`config.mk`:
```
export PLATFORM = sky130hd
export DESIGN_NAME = program_loader
export DESIGN_NICKNAME = d
export VERILOG_FILES = /design/src/rtl/program_loader.sv
export SDC_FILE = /design/constraint.sdc
export NUM_CORES = 1
export LEC_CHECK = 0
export ABC_AREA = 1
export CAP_MARGIN = 20
export CORE_MARGIN = 4
export CORE_UTILIZATION = 51
export DETAILED_ROUTE_END_ITERATION = 10
export PLACE_DENSITY = 0.76
export SKIP_CTS_REPAIR_TIMING = 1
export SLEW_MARGIN = 10
export SYNTH_ARGS = -nofsm -noshare
export SYNTH_HDL_FRONTEND = slang
export SYNTH_SLANG_ARGS = --single-unit
```
`constraint.sdc`:
```
create_clock -name clk -period 2.2 [get_ports clk]
set_clock_uncertainty 0.2 [all_clocks]
set_input_delay 0.22 -clock clk [delete_from_list [all_inputs] [get_ports clk]]
set_output_delay 0.22 -clock clk [all_outputs]
set_load 0.01 [all_outputs]
```
`src/rtl/program_loader.sv`:
```
// UART boot loader: takes a little-endian word count followed by that many
// little-endian 32-bit words and writes them into instruction RAM, then releases the core.
module program_loader #(
  parameter int          MAX_WORDS = 16384,
  parameter logic [31:0] BASE_ADDR = 32'h0000_0000
) (
  input  logic        clk,
  input  logic        rst,
  input  logic        rx_valid,
  input  logic [7:0]  rx_data,
  output logic        wr_en_instr,
  output logic [31:0] addr_in_instr,
  output logic [31:0] data_in_instr,
  output logic        core_start,
  output logic        load_error,
  output logic [14:0] words_loaded
);

  typedef enum logic [2:0] {IDLE, LEN, DATA, DONE, ERROR} state_t;

  state_t      state;
  logic [1:0]  byte_cnt;
  logic [31:0] n;
  logic [31:0] index;
  logic [31:0] word;
  logic [31:0] n_full;

  // Complete word count as it will look once the current (4th) header byte lands.
  assign n_full = {rx_data, n[23:0]};

  always_ff @(posedge clk) begin
    if (rst) begin
      state         <= IDLE;
      byte_cnt      <= 2'd0;
      n             <= 32'd0;
      index         <= 32'd0;
      word          <= 32'd0;
      wr_en_instr   <= 1'b0;
      addr_in_instr <= 32'd0;
      data_in_instr <= 32'd0;
      core_start    <= 1'b0;
      load_error    <= 1'b0;
      words_loaded  <= 15'd0;
    end else begin
      wr_en_instr   <= 1'b0;
      addr_in_instr <= 32'd0;
      data_in_instr <= 32'd0;
      case (state)
        IDLE: begin
          if (rx_valid) begin
            n        <= {24'd0, rx_data};
            byte_cnt <= 2'd1;
            state    <= LEN;
          end
        end
        LEN: begin
          if (rx_valid) begin
            n[{byte_cnt, 3'b000} +: 8] <= rx_data;
            byte_cnt <= byte_cnt + 2'd1;
            if (byte_cnt == 2'd3) begin
              index <= 32'd0;
              if (n_full == 32'd0) begin
                state      <= DONE;
                core_start <= 1'b1;
              end else if (n_full > 32'(MAX_WORDS)) begin
                state      <= ERROR;
                load_error <= 1'b1;
              end else begin
                state <= DATA;
              end
            end
          end
        end
        DATA: begin
          // The write cycle of the final word is the only place DATA can finish.
          if (wr_en_instr && index == n) begin
            state      <= DONE;
            core_start <= 1'b1;
          end else if (rx_valid) begin
            word[{byte_cnt, 3'b000} +: 8] <= rx_data;
            byte_cnt <= byte_cnt + 2'd1;
            if (byte_cnt == 2'd3) begin
              wr_en_instr   <= 1'b1;
              addr_in_instr <= BASE_ADDR + (index << 2);
              data_in_instr <= {rx_data, word[23:0]};
              index         <= index + 32'd1;
              words_loaded  <= words_loaded + 15'd1;
            end
          end
        end
        DONE:    ;
        ERROR:   ;
        default: state <= IDLE;
      endcase
    end
  end

endmodule
```
==> results of run 1 <==
metrics by stage:
step           cell area (sq um)  std cells  hold slack (ns)  util, %  TNS (ns)
5_1_grt                    10770       1654           0.1617    67.82  -0.02381
6_report                   10770       1654           0.1508    67.82         0
4_1_cts                    10630       1654           0.1326    66.90  -0.08163
3_5_place_dp               10070       1622           0.2161    63.38   -0.7331
3_3_place_gp               10070       1622           0.2172    63.38         0
2_1_floorplan               8293       1255           0.1676        -         0
cells by family after synthesis:
group,after synthesis,synth area share [%]
simple gates,732,36.48
buf+inv,188,9.419
flops,173,41.78
compound gates,119,7.668
xor+xnor,35,3.698
fa+ha+maj,6,0.9056
other cells,1,0.04524
synth_stat cells, types with 16 or more instances:
cell,instances
dfxtp_1,173
inv_1,138
nor2_1,250
buf_4,16
a21oi_1,71
nand3_1,58
a211oi_1,16
clkbuf_1,17
nor3_1,43
nand4_1,25
o21ai_0,30
xor2_1,23
nand2_1,333
state kept, by name, indices dropped and copies added, names as in the netlist:
name,count
load_error,1
word,24
words_loaded,15
wr_en_instr,1
addr_in_instr,30
byte_cnt,2
core_start,1
index,32
data_in_instr,32
state,3
n,32
report_power, final:
| part | switching [mW] | internal, mW | leakage, nW | total (mW) |
|---|---|---|---|---|
| Sequential | 0.0738 | 3.22 | 1.41 | 3.29 |
| Clock | 1.33 | 1.53 | 0.267 | 2.87 |
| Combinational | 0.916 | 0.458 | 2.62 | 1.37 |
routing by layer:
| layer | global-route usage, % | wire [um] |
|---|---|---|
| met1 | 36.05 | 10770 |
| met2 | 46.10 | 11740 |
| met3 | 5.052 | 1626 |
| met4 | 12.26 | 1036 |
| met5 | 0 | 0 |
worst max-delay path, cell delays in order, from the launching register on:
cell	delay [ns]
dfxtp_1	0.39
inv_1	0.13
nand2_1	0.12
nand2_1	0.06
nor2_1	0.08
nand4_1	0.15
nor2_1	0.17
nand3_2	0.15
nand4_1	0.18
buf_4	0.20
nand2_1	0.07
nand2_1	0.06
nor2_1	0.04
layout make-up:
cell class / count / area, sq um / share of cell area, %
clock buffer: 20 / 456.7 / 4.239
sequential: 173 / 3492 / 32.41
clock inverter: 12 / 102.6 / 0.9523
timing repair buffer: 198 / 1775 / 16.48
multi-input combinational: 894 / 4145 / 38.47
tap: 216 / 270.3 / 2.508
inverter: 141 / 531.8 / 4.936
worst paths after layout:
path                                      end  slack, ns
hold reg to reg   data_in_instr[4]$_SDFF_PP0_       0.23
setup reg to reg        word[16]$_SDFFE_PP0P_       0.11
hold / removal          word[18]$_SDFFE_PP0P_       0.15
setup / recovery        word[16]$_SDFFE_PP0P_       0.11
layout by cell type (no fill, tap or decap), types with 3 or more instances in the layout:
cell type,netlist,layout
nand2_4,2,3
clkinv_4,0,3
and2_1,3,3
nand3_2,2,4
nor2_2,6,15
buf_12,0,4
nor3_2,0,6
nor3_1,43,36
nand3_1,58,56
clkinvlp_4,0,3
dfxtp_2,0,17
inv_6,0,3
clkbuf_16,0,17
xor2_1,23,23
buf_4,16,100
xnor2_1,12,12
a211oi_1,16,16
nand4_1,25,25
nand2_1,333,332
buf_6,0,3
a21oi_1,71,71
nor4_1,3,3
inv_1,138,136
nor2_1,250,239
inv_2,2,3
clkdlybuf4s50_1,0,89
o21ai_0,30,30
nor2_4,2,4
dfxtp_1,173,154
ha_1,6,6
==> results_dict.tcl, run 1 <==
set metrics [dict create \
    period_share_pct 95.22 \
    die_w_um 135.5 \
    rsz0062_at_grt "yes" \
    die-area_sq_um 18360 \
    hp-start "rst" \
    reg2reg_depth 12 \
    io_buffer_count 90 \
    tightest_slew_ns 0.8246 \
    wl_per_cell_um 15.22 \
    routed_wl_um 25180 \
    yosys.area.top_type "dfxtp_1" \
    power.total_mw 7.533 \
    post_drt_via_cell_ratio 5.133 \
    h-tree-depth 4 \
    final-setup-viol-count 0 \
    grt_max_degree 78 \
    die_h_um 135.5 \
    yosys_warnings 0 \
    ys.flop_type "dfxtp_1" \
    numCtsBuffers 17 \
    synthArstFlopShare_pct 0 \
    ir_drop_uv 753.6 \
    rr_startpoint "index[7]$_SDFFE_PP0P_" \
    cp_data_required_time_ns 2.33 \
    track_usage_pct 28.00 \
    min_path_type "in -> reg" \
    setup_ws_ns 0.1052 \
    clock_path_buffers 2 \
    antenna_left 0 \
    drive_gt1_share_pct 13.84 \
    antenna_cells 0 \
    insertion_delay_ns 0.44 \
    p_leak_nw 4.289 \
    crit_arrival_ns 2.23 \
    nets 1442 \
    end_kind "flip-flop" \
    slew_headroom_pct 45.02 \
    cts_tree "yes" \
    core-area_sq_um 15890 \
    status "completed" \
    cp_max_fo 8 \
    synth_seq_area_share_pct 41.78 \
    synth_top_cell_area_share_pct 41.78 \
    ys_ff_latch 173 \
    area_growth_pct 29.98 \
    first_pass_iters 8 \
    drc 0 \
    cap_violations 0 \
    dpl_worst_slack_ns -0.07997 \
    start_util_pct 52.18 \
    slew_viol_final 0 \
    clock-sinks 173 \
    synthCells 1254 \
    finalHoldViolCount 0 \
    drt_iter0_markers 650 \
    crit_start "index[7]$_SDFFE_PP0P_" \
    synth_area_leaders "dfxtp_1 42%, nand2_1 15%, nor2_1 11%" \
    hpwl_um 19300 \
    max_freq_mhz 477.4 \
    critical_path_class "reg -> reg" \
    vias 8490 \
    synth_edf_count 0 \
    n_fill_cell 1449 \
    pin_count 93 \
    syn_area_sq_um 8289 \
    grt_overflow_total 0 \
    whs_path_depth 5 \
    grt_pass1_wl_um 40370 \
    period_minus_slack_ns 2.095 \
    gp_congestion 1.007 \
    grt_antenna_before_repair 0 \
    p_per_area_nw_per_um2 699.2 \
    critPathLaunchType "flip-flop" \
    clk_pin_slew_worst_paths_ns 0.07 \
    ys_types 32 \
    ctsRootBufferMaster "clkbuf_16" \
    num_rows 46 \
    syn_area_per_cell_sq_um 6.610 \
    grt_pass1_vias 7924 \
]
Power figures use the tool's default switching activity.
==> run 2: changes to the inputs <==
Settings changed: HOLD_SLACK_MARGIN set to 0.1.
Clock period 2.2 ns to 1.7 ns, I/O delays scaled along.
==> run 2 against run 1 <==
Total power rose by 41%. Largest cell class unchanged. Sequential cell count did not move. Combinational power rose by 79%. Cell count rose by 7.8%. Die area did not move. Clock power rose by 38%. Register-to-register slack got worse by 0.51 ns. The run now ends with negative setup slack left. Maximum frequency fell by 0.56%. Core utilization rose by 13 points.
==> results_dict.tcl, run 2 (synthesis results as in run 1) <==
set metrics [dict create \
    wl_per_cell_um 17.55 \
    first_pass_iters 9 \
    grt_antenna_before_repair 0 \
    place_inst 1727 \
    track_usage_pct 31.09 \
    period_share_pct 123.9 \
    end_kind "flip-flop" \
    ctsRootBufferMaster "clkbuf_16" \
    dpl_worst_slack_ns -0.7138 \
    critical_path_class "reg -> reg" \
    hpwl_um 21560 \
    cts_tree "yes" \
    final_cell_mix "287 x nand2_1, 214 x nor2_1, 203 x buf_4, 118 x dfxtp_1, 101 x inv_1" \
    core-area_sq_um 15890 \
    clock_path_buffers 2 \
    die-area_sq_um 18360 \
    grt_pass1_vias 8738 \
    period_minus_slack_ns 2.107 \
    p_leak_nw 5.227 \
    drive_gt1_share_pct 34.33 \
    slew_headroom_pct 64.53 \
    grt_overflow_total 0 \
    cpMaxStageDelayCell "dfxtp_2" \
    path_cells "buf_4 -> inv_1 -> nor3_2 -> nand2_1 -> nor2_1 -> nand2_1 -> nand2_1 -> nand2_1 -> nor2_1 -> nand3_1 -> a21oi_1" \
    post_drt_via_cell_ratio 5.453 \
    tightest_slew_ns 0.5272 \
    grt_max_degree 78 \
    drt_iter0_markers 983 \
    insertion_delay_ns 0.44 \
    grt_pass1_wl_um 44590 \
    numCtsBuffers 17 \
    violations "negative setup slack" \
    gp_congestion 1.030 \
    routed_wl_um 31290 \
    status "finished with violations" \
    io_buffer_count 90 \
    ir_drop_uv 863.3 \
    top_regs "data_in_instr x32, index x32, n x32" \
    start_util_pct 52.18 \
    vias 9722 \
    finalHoldViolCount 0 \
    nets 1571 \
    final-setup-viol-count 185 \
    cp_max_fo 4 \
    antenna_left 0 \
    slew_viol_final 0 \
    final_common_cell "nand2_1" \
    cap_violations 0 \
    min_path_type "reg -> reg" \
    die_h_um 135.5 \
    setup_ws_ns -0.4066 \
    clk_pin_slew_worst_paths_ns 0.07 \
    cp_data_required_time_ns 1.86 \
    fin_cells 1783 \
    fin_tns_setup_ns -45.16 \
    h-tree-depth 4 \
    pin_count 93 \
    num_rows 46 \
    antenna_cells 0 \
    critPathLaunchType "flip-flop" \
    die_w_um 135.5 \
    slowest_delay_ns 0.39 \
    p_per_area_nw_per_um2 832.0 \
    max_freq_mhz 474.7 \
    area_growth_pct 54.55 \
    drc 0 \
    rsz0062_at_grt "yes" \
    clock-sinks 173 \
    crit_arrival_ns 2.26 \
    path_common_cell "nand2_1" \
]
## run 2: final timing paths
kind / from / end / slack, ns / cells past startpoint
max: index[21]$_SDFFE_PP0P_ / index[23]$_SDFFE_PP0P_ / -0.41 / 11
min: word[7]$_SDFFE_PP0P_ / data_in_instr[7]$_SDFF_PP0_ / 0.23 / 2
min reg2reg: word[7]$_SDFFE_PP0P_ / data_in_instr[7]$_SDFF_PP0_ / 0.23 / 2
max reg2reg: index[21]$_SDFFE_PP0P_ / index[23]$_SDFFE_PP0P_ / -0.41 / 11
## run 2: report_power, final
| part | total (mW) | switching [mW] | internal (mW) |
|---|---|---|---|
| combinational | 2.45 | 1.50 | 0.948 |
| sequential | 4.24 | 0.0882 | 4.15 |
| clock | 3.97 | 1.87 | 2.10 |
## run 2: area by class of cell
cell class | instances | area (sq um)
sequential | 173 | 3585
tap | 216 | 270.3
fill | 1117 | 3074
timing repair buffer | 326 | 2963
inverter | 141 | 544.3
multi-input combinational | 895 | 4851
clock buffer | 17 | 425.4
clock inverter | 15 | 172.7
## run 2: critical path: cells and delay by family (launching register included)
kind / cells / cell delay, ns
flops: 1 / 0.39
buf+inv: 2 / 0.25
simple gates: 8 / 1.05
compound gates: 1 / 0.14
## run 2: metal layers
metal	vias up	wire (um)	track usage, %	part of all wire [%]
li1	4545	-	-	-
met1	4502	12890	42.56	41
met2	548	14320	49.59	46
met3	127	2706	4.532	8.6
met4	0	1368	12.43	4.4
met5	-	0	0	0
## run 2: stage by stage
stage               total power [mW]  util (%)  hold WS, ns  cell area (sq um)
finish                         10.66     80.65       0.2282              12810
global route                   11.00     80.65       0.2483              12810
CTS                            10.32     73.70      0.05099              11710
detailed placement             6.410     69.94       0.2191              11110
global placement               6.379     69.94       0.2196              11110
floorplan                      5.485         -       0.1176               8567
